<file path="config.mk">
export PLATFORM = sky130hd
export DESIGN_NAME = ps2_host_tx
export DESIGN_NICKNAME = d
export VERILOG_FILES = /design/src/rtl/ps2_host_tx.sv
export SDC_FILE = /design/constraint.sdc
export NUM_CORES = 1
export LEC_CHECK = 0
export BUFFER_PORTS_ARGS = -buffer_cell sky130_fd_sc_hd__buf_2
export CAP_MARGIN = 40
export CORE_MARGIN = 4
export CORE_UTILIZATION = 24
export CTS_BUF_LIST = sky130_fd_sc_hd__clkbuf_4 sky130_fd_sc_hd__clkbuf_8
export CTS_CLUSTER_SIZE = 24
export DETAILED_ROUTE_END_ITERATION = 8
export GPL_TIMING_DRIVEN = 1
export PLACE_DENSITY = 0.36
export SLEW_MARGIN = 20
export SYNTH_ARGS = -nofsm -noshare
export SYNTH_HDL_FRONTEND = slang
export SYNTH_SLANG_ARGS = --single-unit
</file>
<file path="constraint.sdc">
create_clock -name clock -period 5.19 [get_ports clock]
set_input_delay 0.519 -clock clock [delete_from_list [all_inputs] [get_ports clock]]
set_output_delay 0.519 -clock clock [all_outputs]
set_load 0.01 [all_outputs]
</file>
<file path="src/rtl/ps2_host_tx.sv">
// Host-to-device PS/2 transmitter: inhibit, request-to-send, shift on device clock, ACK check.
// Define PS2_TX_RETRY_EN to retry the latched byte once after a NACK or timeout.
module ps2_host_tx #(
    parameter int INHIBIT_CYCLES = 5000,
    parameter int TIMEOUT_CYCLES = 750000
) (
    input  logic       clock,
    input  logic       reset,
    input  logic [7:0] tx_data,
    input  logic       tx_valid,
    output logic       tx_ready,
    output logic       tx_done,
    output logic       tx_error,
    output logic       busy,
    input  logic       ps2_clk_in,
    input  logic       ps2_data_in,
    output logic       ps2_clk_oe,
    output logic       ps2_data_oe
);
    localparam int MAX_CNT = (INHIBIT_CYCLES > TIMEOUT_CYCLES) ? INHIBIT_CYCLES : TIMEOUT_CYCLES;
    localparam int TW      = $clog2(MAX_CNT + 1);

    typedef enum logic [2:0] {IDLE, INHIBIT, START, SHIFT, ACK} state_t;

    state_t          state, state_d;
    logic [7:0]      data_q, data_d;
    logic            par_q, par_d;
    logic [3:0]      n, n_d;
    logic [TW-1:0]   timer, timer_d;
    logic            data_oe_q, data_oe_d;
    logic            fail;
    logic            clk_s1, clk_s2, clk_prev, data_s1, data_s2;
    logic            fe;
`ifdef PS2_TX_RETRY_EN
    logic            retry_q, retry_d;
`endif

    // Line synchronizers idle high so a released bus never looks like an edge.
    always_ff @(posedge clock or negedge reset) begin
        if (!reset) begin
            clk_s1   <= 1'b1;
            clk_s2   <= 1'b1;
            clk_prev <= 1'b1;
            data_s1  <= 1'b1;
            data_s2  <= 1'b1;
        end else begin
            clk_s1   <= ps2_clk_in;
            clk_s2   <= clk_s1;
            clk_prev <= clk_s2;
            data_s1  <= ps2_data_in;
            data_s2  <= data_s1;
        end
    end

    assign fe = clk_prev & ~clk_s2;

    always_ff @(posedge clock or negedge reset) begin
        if (!reset) begin
            state     <= IDLE;
            data_q    <= '0;
            par_q     <= 1'b0;
            n         <= '0;
            timer     <= '0;
            data_oe_q <= 1'b0;
`ifdef PS2_TX_RETRY_EN
            retry_q   <= 1'b0;
`endif
        end else begin
            state     <= state_d;
            data_q    <= data_d;
            par_q     <= par_d;
            n         <= n_d;
            timer     <= timer_d;
            data_oe_q <= data_oe_d;
`ifdef PS2_TX_RETRY_EN
            retry_q   <= retry_d;
`endif
        end
    end

    always_comb begin
        state_d   = state;
        data_d    = data_q;
        par_d     = par_q;
        n_d       = n;
        timer_d   = timer;
        data_oe_d = data_oe_q;
        tx_done   = 1'b0;
        tx_error  = 1'b0;
        fail      = 1'b0;
`ifdef PS2_TX_RETRY_EN
        retry_d   = retry_q;
`endif
        case (state)
            IDLE: begin
                data_oe_d = 1'b0;
                if (tx_valid) begin
                    data_d  = tx_data;
                    par_d   = ~^tx_data;
                    timer_d = '0;
                    state_d = INHIBIT;
`ifdef PS2_TX_RETRY_EN
                    retry_d = 1'b0;
`endif
                end
            end
            INHIBIT: begin
                if (timer == TW'(INHIBIT_CYCLES - 1)) begin
                    state_d   = START;
                    timer_d   = '0;
                    data_oe_d = 1'b1;
                end else begin
                    timer_d = timer + TW'(1);
                end
            end
            START: begin
                state_d   = SHIFT;
                n_d       = '0;
                timer_d   = '0;
                data_oe_d = 1'b1;
            end
            SHIFT: begin
                if (fe) begin
                    timer_d = '0;
                    if (n != 4'hF) n_d = n + 4'd1;
                    // edges 1..8 carry data LSB first, edge 9 parity, edge 10 the released stop bit
                    if (n < 4'd8)       data_oe_d = ~data_q[n[2:0]];
                    else if (n == 4'd8) data_oe_d = ~par_q;
                    else begin
                        data_oe_d = 1'b0;
                        state_d   = ACK;
                    end
                end else if (timer == TW'(TIMEOUT_CYCLES)) begin
                    fail = 1'b1;
                end else begin
                    timer_d = timer + TW'(1);
                end
            end
            ACK: begin
                if (fe) begin
                    timer_d = '0;
                    if (!data_s2) begin
                        tx_done = 1'b1;
                        state_d = IDLE;
                    end else begin
                        fail = 1'b1;
                    end
                end else if (timer == TW'(TIMEOUT_CYCLES)) begin
                    fail = 1'b1;
                end else begin
                    timer_d = timer + TW'(1);
                end
            end
            default: state_d = IDLE;
        endcase

        if (fail) begin
            data_oe_d = 1'b0;
            timer_d   = '0;
`ifdef PS2_TX_RETRY_EN
            if (!retry_q) begin
                retry_d = 1'b1;
                state_d = INHIBIT;
            end else begin
                tx_error = 1'b1;
                state_d  = IDLE;
            end
`else
            tx_error = 1'b1;
            state_d  = IDLE;
`endif
        end
    end

    assign tx_ready    = (state == IDLE);
    assign busy        = (state != IDLE);
    assign ps2_clk_oe  = (state == INHIBIT) || (state == START);
    assign ps2_data_oe = data_oe_q;
endmodule

</file>
# Word-level counts from Yosys, hierarchy flattened
# Cells that the tools add are included.
# W data, S select, Z words.
dict set report totals {
  regBits 42
  latchBits 0
  mem_bits_rw 0
  romBits 0
  inputBits 13
  out_inout_bits 6
  elab_cells 85
  n_memories 0
}
dict set report classes {
  addsub 2
  multipliers 0
  div 0
  order_cmp 2
  n_eq_ne 18
  shifts 0
  mux 35
  bitwise 4
  reduce_logical 13
}
# operator count
set ops {}
lappend ops {{$mux W20} 5}
lappend ops {{$pmux W20 S4} 1}
lappend ops {{$mux W3} 8}
lappend ops {{$add A20 B1 Y20 const B} 1}
lappend ops {{$eq A20 B13 Y1 const B} 1}
lappend ops {{$eq A20 B20 Y1 const B} 1}
lappend ops {{$ne A3 B3 Y1 const B} 6}
lappend ops {{$pmux W3 S5} 1}
lappend ops {{$mux W1} 14}
lappend ops {{$reduce_bool A5 Y1} 2}
lappend ops {{$reduce_and A3 Y1} 3}
lappend ops {{$mux W4} 2}
lappend ops {{$ne A4 B4 Y1 const B} 2}
lappend ops {{$pmux W4 S2} 1}
lappend ops {{$reduce_xnor A8 Y1} 1}
lappend ops {{$reduce_and A7 Y1} 1}
lappend ops {{$eq A3 B2 Y1 const B} 2}
lappend ops {{$add A4 B1 Y4 const B} 1}
lappend ops {{$eq A4 B4 Y1 const B} 1}
lappend ops {{$lt A3 B4 Y1 const B} 1}
lappend ops {{$lt A4 B4 Y1 const B} 1}
lappend ops {{$ne A2 B2 Y1 const B} 2}
lappend ops {{$pmux W1 S4} 1}
lappend ops {{$bmux W1 S3} 1}
lappend ops {{12 further kinds} 14}

# Depth between registers and ports, before layout
# Gate-level depths: netlist of the first run.
dict set report logic_depth {
  depth_word 7
  mapped_depth 8
  ltp_nobuf 8
}

# Least setup slack after synthesis of the first run
# OpenSTA, ideal clock, no wires.
dict set report synth_timing {
  path_type {flip-flop to output port}
  startpoint {register clk_s2}
  endpoint {output tx_error}
  arrival_time_ns 1.566
  required_time_ns 4.671
  setup_slack_ns 3.105
  path_stages_with_launch 5
  path_buffers 0
  path_cell_list {dfstp_2 > nor2b_1 > or4_1 > a2111o_1 > nand2_2}
}
dict set report synth_via {
  elab_chain_len 5
}
# item line
set synth_lines {}
lappend synth_lines {{start, declared} 32} ;# logic clk_s1, clk_s2, clk_prev, data_s1, data_s2;
lappend synth_lines {{start signal, assigned} 48} ;# clk_s2 <= clk_s1;
lappend synth_lines {{$not A1 Y1 *} 55} ;# assign fe = clk_prev & ~clk_s2;
lappend synth_lines {{$and A1 B1 Y1 *} 55}
lappend synth_lines {{$mux W1 (on tied branches)} {140, 123}}
lappend synth_lines {{$pmux W1 S2 *} 94} ;# case (state)
lappend synth_lines {{$mux W1 *} 157} ;# if (fail) begin
lappend synth_lines {{end, declared} 13} ;# output logic tx_error,
# Mark *: on every way between the ends. The rest lies on a longest branch, timed or not.

# Worst setup path in the final report of the first run
dict set report layout_timing {
  startpoint {register state[1]}
  endpoint {output tx_error}
}
dict set report layout_via {
  elab_chain_len 3
}
# item line
set layout_lines {}
lappend layout_lines {{start, declared} 25} ;# state_t state, state_d;
lappend layout_lines {{start signal, assigned} 69} ;# state <= state_d;
lappend layout_lines {{$eq A3 B3 Y1 or $eq A3 B2 Y1 (tied branches)} 94}
lappend layout_lines {{$pmux W1 S2 *} 94}
lappend layout_lines {{$mux W1 *} 157}
# Marked as above.

==> impl_results.md, run 1 <==
* RSZ-0062 raised after global routing: false
* Grt ovf at 0
* DPL Wire Length at approximately 4300 µm
* # setup viols final at 0
* Fmax at 351 MHz
* Vias/cell at 4.76
* Post-synth top area share at 39.8%
* CTS tree: done
* Post-synth EDFFs at 0
* # DRC at 0
* CTS sink count at between 40 and 50
* Vias in the first global route at roughly 1800
* Die area at 11300 µm²
* Total power at 1.25 mW
* Worst VDD drop at roughly 0.00015 V
* CTS root buf: clkbuf_8
* Critical path arrival at around 2.3 ns
* Number of routed nets with antenna violations at 0
* Ant diodes at 0
* Mapped Avg Cell Area at 9.54 µm²
* CTS resizes at 0
* Post-Route M1 WL at approximately 2700 µm
* Std-Cell Core Area at between 9000 and 10000 µm²
* Max Root-Sink Buffers at 2
* Ys flop type: dfrtp_1
* Area leader, netlist: dfrtp_1
* Setup Skew at slightly below 0.008 ns
* WL per Instance at around 15 µm
* Sequential cell area fraction in the yosys report at between 40 and 50%
* Total wire length at around 5800 µm
* Die Height at around 110 µm
* Top-count cell post-synth: dfrtp_1
* Hold Vio Cnt, Final at 0
* P_leak at 1.10 nW
* Vias at about 1900
* Initial antenna violation count at 0
* Tightest Pin Transition at roughly 0.53 ns
* I/O Buffers at 18
* CP Cell Sequence: nor2_1 -> nand2_1 -> a2111o_1 -> nand2_2 -> buf_2
* Met3 wire length at slightly below 300 µm
* Synth Net Count at between 200 and 300
* Slew Viols, Final at 0
* DR iter-0 viols at 87
* Final Cycle Share at between 50 and 60%
* GRT Util Overall at approximately a tenth
* Synth top cells by count: dfrtp_1, nand2_1, nor2_1, nand3_1, inv_1
* Kind of critical path: flip-flop to primary output
* Area delta synth->final at 15.9%
* Startpoint Class: flip-flop
* Yosys cell types at 44
* Fraction of layout cells with a size suffix above 1 at between 10% and 20%
* Synth Register Bits at 42
* Cells after synthesis at approximately 240
* CP max stage cell: a2111o_1
* Routability cong. at 0.785
* Row cnt at 35
* I/O pin total at 19
* Status: finished clean
* PD cells at roughly 460 nW/µm²
* Inserted Clock Buffers at 5
* Max Fanout on Critical Path at 14
* Hold/Removal Path Class: primary input to asynchronous set/reset pin
* WL met2 at 2750 µm
* Crit path time final at about 2.9 ns
* CP Capture Type: primary output
* Max Cap Violations at 0
* Fraction of registers with async set/reset at 100%
* Synth area leaders: dfrtp_1, dfstp_2, mux2_2
* Fin nets at 280
* Initial core utilization at between 20% and 30%
* Yosys Warn Count at 0
* Die width at between 100 and 150 µm
* Crit-path max cell delay at roughly 0.6 ns
* Top Metal Used: met4
* Largest net degree at the start of global routing at 23
* DRT Pass-1 Iters at 4
* CTS Hold Bufs at 0
* Rel. slew slack at 64.4%
* Post-CTS Setup Bufs at 0
* First-pass GRT wire length at 9390 µm
* WP data required at roughly 4.7 ns
* Mapped cell area at 2330 µm²
* Worst-path clk slew at roughly 0.09 ns
* Setup TNS at 0 ns
* Max H-tree Level at 2
* Worst skew pair latency at about 0.30 ns
layout make-up:
class                      count  area (µm²)
sequential                    42        1060
multi-input combinational    180        1180
timing repair buffer          21         133
tap                          129         161
clock inverter                 2        37.5
fill                        1015        6630
clock buffer                   6        76.3
inverter                      13        48.8
stage by stage:
stage,area (µm²),instances,util (%),worst slack (ns),hold slack [ns]
3_3_place_gp,2550,383,27.3,2.54,0.347
2_1_floorplan,2330,244,-,3.10,0.223
3_5_place_dp,2580,385,27.7,2.65,0.347
5_1_grt,2700,393,28.9,2.20,0.227
4_1_cts,2700,393,28.9,2.32,0.205
6_report,2700,393,28.9,2.34,0.191
path summary, 6_finish.rpt:
path                       startpoint   endpoint  slack, ns  cells past startpoint
min reg2reg                   data_s1    data_s2       0.36                      0
min                             reset  data_q[3]       0.19                      1
max                          state[1]   tx_error       2.34                      5
min in group clock         ps2_clk_in     clk_s1       0.32                      1
max in group asynchronous       reset     clk_s1       4.42                      2
max reg2reg                 timer[15]  timer[11]       2.77                      7
registers in the layout (all words and copies together) (netlist names):
signal,flops
clk_s2,1
data_s2,1
clk_prev,1
par_q,1
state,3
data_q,8
data_s1,1
timer,20
n,4
clk_s1,1
ps2_data_oe,1
report_power, final:
part | internal, mW | switching (mW)
Combinational | 0.224 | 0.277
Sequential | 0.401 | 0.0760
Clock | 0.149 | 0.121
Total | 0.774 | 0.475
layout by cell type (no fill, tap or decap), types with 7 or more instances in the layout:
cell,n
dfrtp_1,37
nand2_1,23
nor2_1,20
nand3_1,19
buf_2,18
inv_1,13
xnor2_1,11
o21ai_0,11
nand4_1,10
mux2_2,9
and3_1,7
worst max-delay path: cells and delay by family (launching register included):
family          cells  cell delay, ns
simple gates        3            0.79
buf+inv             1            0.15
flops               1            0.50
compound gates      1            0.60
per-layer routing:
metal	vias to the layer above	GRT usage (%)
li1	911	-
met1	906	13.8
met2	48	17.6
met3	4	2.19
met4	0	2.74
met5	-	0
logic make-up (layout without fill, tap and decap cells):
logic type / Yosys count / after routing / share of synthesized area (%)
xor+xnor: 17 / 17 / 6.40
buf+inv: 22 / 42 / 3.76
fa+ha+maj: 4 / 4 / 2.15
flops: 42 / 42 / 45.4
mux: 16 / 16 / 8.87
simple gates: 106 / 106 / 23.1
compound gates: 37 / 37 / 10.3
No activity file was read; power rests on OpenSTA's default activity.
==> run 2: changes to the inputs <==
==> constraint.sdc (replaced) <==
create_clock -name clock -period 2.96 [get_ports clock]
set_input_delay 0.296 -clock clock [delete_from_list [all_inputs] [get_ports clock]]
set_output_delay 0.296 -clock clock [all_outputs]
set_load 0.01 [all_outputs]
==> run 2 against run 1 <==
- sequential share of layout area decreased by 0.34 points
- die area unchanged
- critical path depth unchanged
- register-to-register slack lost 2.3 ns
- combinational power rose by 84%
- clock skew grew 0.0066 ns
- routed wire length rose by 4.5%
- worst setup slack worse by 2.1 ns
- global-route usage up 0.68 points
- final area is 0.88% higher
- via count rose by 0.54%
- sequential power up 74%
- critical path type unchanged
- largest power group unchanged
==> impl_results.md, run 2 (synthesis results as in run 1) <==
* Reg power frac at 38.7% (was 38.2%)
* Hold/Removal Path Class: primary input to flip-flop (was primary input to asynchronous set/reset pin)
* Largest regs: timer (20), data_q (8), n (4) (unchanged)
* Commonest cells after routing, fill and taps aside: dfrtp_1, nand2_1, nor2_1 (unchanged)
* Hold Vio Cnt, Final at 0 (unchanged)
* Worst hold start: ps2_clk_in
* Final Cycle Share at between 90% and 100%
* Hold Crit Depth at 1
* Fmax at roughly 370 MHz
* Final worst slack at 0.281 ns (was 2.34 ns)
* Grt ovf at 0 (unchanged)
* RR Endpoint: timer[19] (was timer[11])
* Startpoint Class: flip-flop (unchanged)
* CTS resizes at 0 (unchanged)
* Psw at 856 µW (was 475 µW)
* Row cnt at 35 (unchanged)
* Routability cong. at 0.767 (was 0.785)
* P_leak at 1.12 nW (was 1.10 nW)
* Max FFs per register at 20 (unchanged)
* R2R depth at 6 (was 7)
* Pint at 1.28 mW (was 774 µW)
* Setup Skew at 0.0143 ns (was 0.00774 ns)
* CTS sink count at 42 (unchanged)
* Initial antenna violation count at 0 (unchanged)
* Combinational power share at 43.2% (was 40.1%)
* Post-layout util at 29.2% (was 28.9%)
* Fraction of layout cells with a size suffix above 1 at 21.1% (was 19.7%)
* Slew Viols, Final at 0 (unchanged)
* Number of routed nets with antenna violations at 0 (unchanged)
* Area post-placement at 2620 µm² (was 2580 µm²)
* WL per Instance at 15.1 µm (was 14.6 µm)
* Largest net degree at the start of global routing at 22 (was 23)
* Footprint of the multi-input gates at 1180 µm² (unchanged)
* Total wire length at 6010 µm (was 5750 µm)
* Vias/cell at 4.71 (was 4.76)
* Setup TNS at 0 ns (unchanged)
* Final Cell Area at 2720 µm² (was 2700 µm²)
* DP Worst Slack at 0.508 ns (was 2.65 ns)
* DR iter-0 viols at 101 (was 87)
* Clk network pwr share at 18.1% (was 21.6%)
* Die area at 11300 µm² (unchanged)
* WP data required at 2.66 ns (was 4.67 ns)
* CTS tree: done (unchanged)
* Worst-path clk slew at 0.09 ns (about the same)
* GRT Util Overall at 11.2% (was 10.5%)
* Max H-tree Level at 2 (unchanged)
* Std-Cell Core Area at 9330 µm² (unchanged)
* Net Sw Frac at 40.0% (was 38.0%)
* Vias at 1879 (was 1869)
* Kind of critical path: flip-flop to primary output (unchanged)
* Crit-path max cell delay at 0.63 ns (was 0.60 ns)
* I/O Buffers at 18 (unchanged)
* Register-to-Register Setup Slack at 0.48 ns (was 2.77 ns)
* Critical path arrival at 2.38 ns (was 2.33 ns)
* # DRC at 0 (unchanged)
* Die Height at 106 µm (unchanged)
* Die width at 106 µm (unchanged)
* RSZ-0062 raised after global routing: false (unchanged)
* Register with the most flip-flops: timer (unchanged)
* Max Fanout on Critical Path at 14 (unchanged)
* Rel. slew slack at 57.7% (was 64.4%)
* Hold EP: clk_s1
* CTS root buf: clkbuf_8 (unchanged)
* Status: finished clean (unchanged)
* CP Capture Type: primary output (unchanged)
* First-pass GRT wire length at 10100 µm (was 9390 µm)
* Worst VDD drop at 0.000253 V (was 0.000149 V)
* PD cells at 786 nW/µm² (was 463 nW/µm²)
* Tightest Pin Transition at 0.631 ns (was 0.535 ns)
* CP max stage cell: a2111o_1 (unchanged)
* Ant diodes at 0 (unchanged)
* DRT Pass-1 Iters at 4 (unchanged)
* Max Root-Sink Buffers at 2 (unchanged)
* Area delta synth->final at 16.9% (was 15.9%)
* Max Cap Violations at 0 (unchanged)
* Initial core utilization at 24.9% (unchanged)
* CP Cell Sequence: nor2_1 -> nand2_1 -> a2111o_1 -> nand2_2 -> buf_2 (unchanged)
* Sequential cell area at 1060 µm² (unchanged)
* Hold WS at 0.0928 ns (was 0.191 ns)
* Fillers at 990 (was 1015)
* R2r startpoint: state[1] (was timer[15])
* Crit path time final at between 2 and 3 ns
* I/O pin total at 19 (unchanged)
* # setup viols final at 0 (unchanged)
* Vias in the first global route at 1899 (was 1806)
* DPL Wire Length at 4400 µm (was 4340 µm)
* Inserted Clock Buffers at 5 (unchanged)
* Fin nets at 286 (was 280)
* Leading cell type in the layout, fill and taps excluded: dfrtp_1 (unchanged)
* Worst skew pair latency at 0.30 ns (about the same)
run 2: cell count changes in the layout (fill, tap and decap cells not counted):
cell	change
clkinv_2	+1
clkbuf_4	-1
clkinv_4	+1
buf_4	+5
dlygate4sd3_1	+1
bufinv_16	-1
run 2: how the worst max path moves through the flow:
| stage | start | endpoint | slack, ns |
|---|---|---|---|
| after floorplan | clk_s2 | state[0] | 0.91 |
| final | state[1] | tx_error | 0.28 |
| after global routing | state[1] | tx_error | 0.11 |
| after global placement | state[1] | state[1] | 0.55 |
| after detailed placement | state[1] | timer[2] | 0.51 |
| after CTS | state[1] | tx_error | 0.26 |
run 2: area by class of cell:
class	instances	area share, %
well taps	129	5.93
multi-input cells	180	43.5
clock inverters	3	0.782
inverters	13	1.79
clock buffers	5	2.53
flip-flops and latches	42	38.9
repair buffers	27	6.62
run 2: power groups by stage:
stage / Sequential [mW] / Combinational [mW] / Clock, mW
4_1_cts: 0.829 / 0.937 / 0.412
6_report: 0.828 / 0.924 / 0.387
3_3_place_gp: 0.841 / 0.929 / 0
5_1_grt: 0.855 / 1.03 / 0.434
3_5_place_dp: 0.840 / 0.934 / 0
2_1_floorplan: 0.778 / 0.694 / 0
run 2: repair_timing:
item | 4_1_cts | 5_1_grt
hold endpoints to repair | 18 | 0
hold buffers | 1 | 0
setup buffers | 0 | 0
endpoints found under the setup margin | 0 | 0
run 2: critical path: cells and delay by family, from the launching register on:
family / cells / cell delay, ns
buffers and inverters: 1 / 0.15
AOI/OAI and AO/OA: 1 / 0.63
and+or+nand+nor: 3 / 0.80
DFF: 1 / 0.51
run 2: through the flow:
| stage | std cells | power, mW |
|---|---|---|
| floorplan | 244 | 1.47 |
| global placement | 389 | 1.77 |
| detailed placement | 390 | 1.77 |
| CTS | 399 | 2.18 |
| global route | 399 | 2.32 |
| finish | 399 | 2.14 |
run 2: routing by layer:
metal	GRT usage [%]	wire [µm]	up-vias	share of wire, %
li1	-	-	924	-
met1	15.3	2860	911	48
met2	18.2	2850	40	47
met3	2.25	250	4	4.2
met4	2.47	46	0	0.77
met5	0	0	-	0
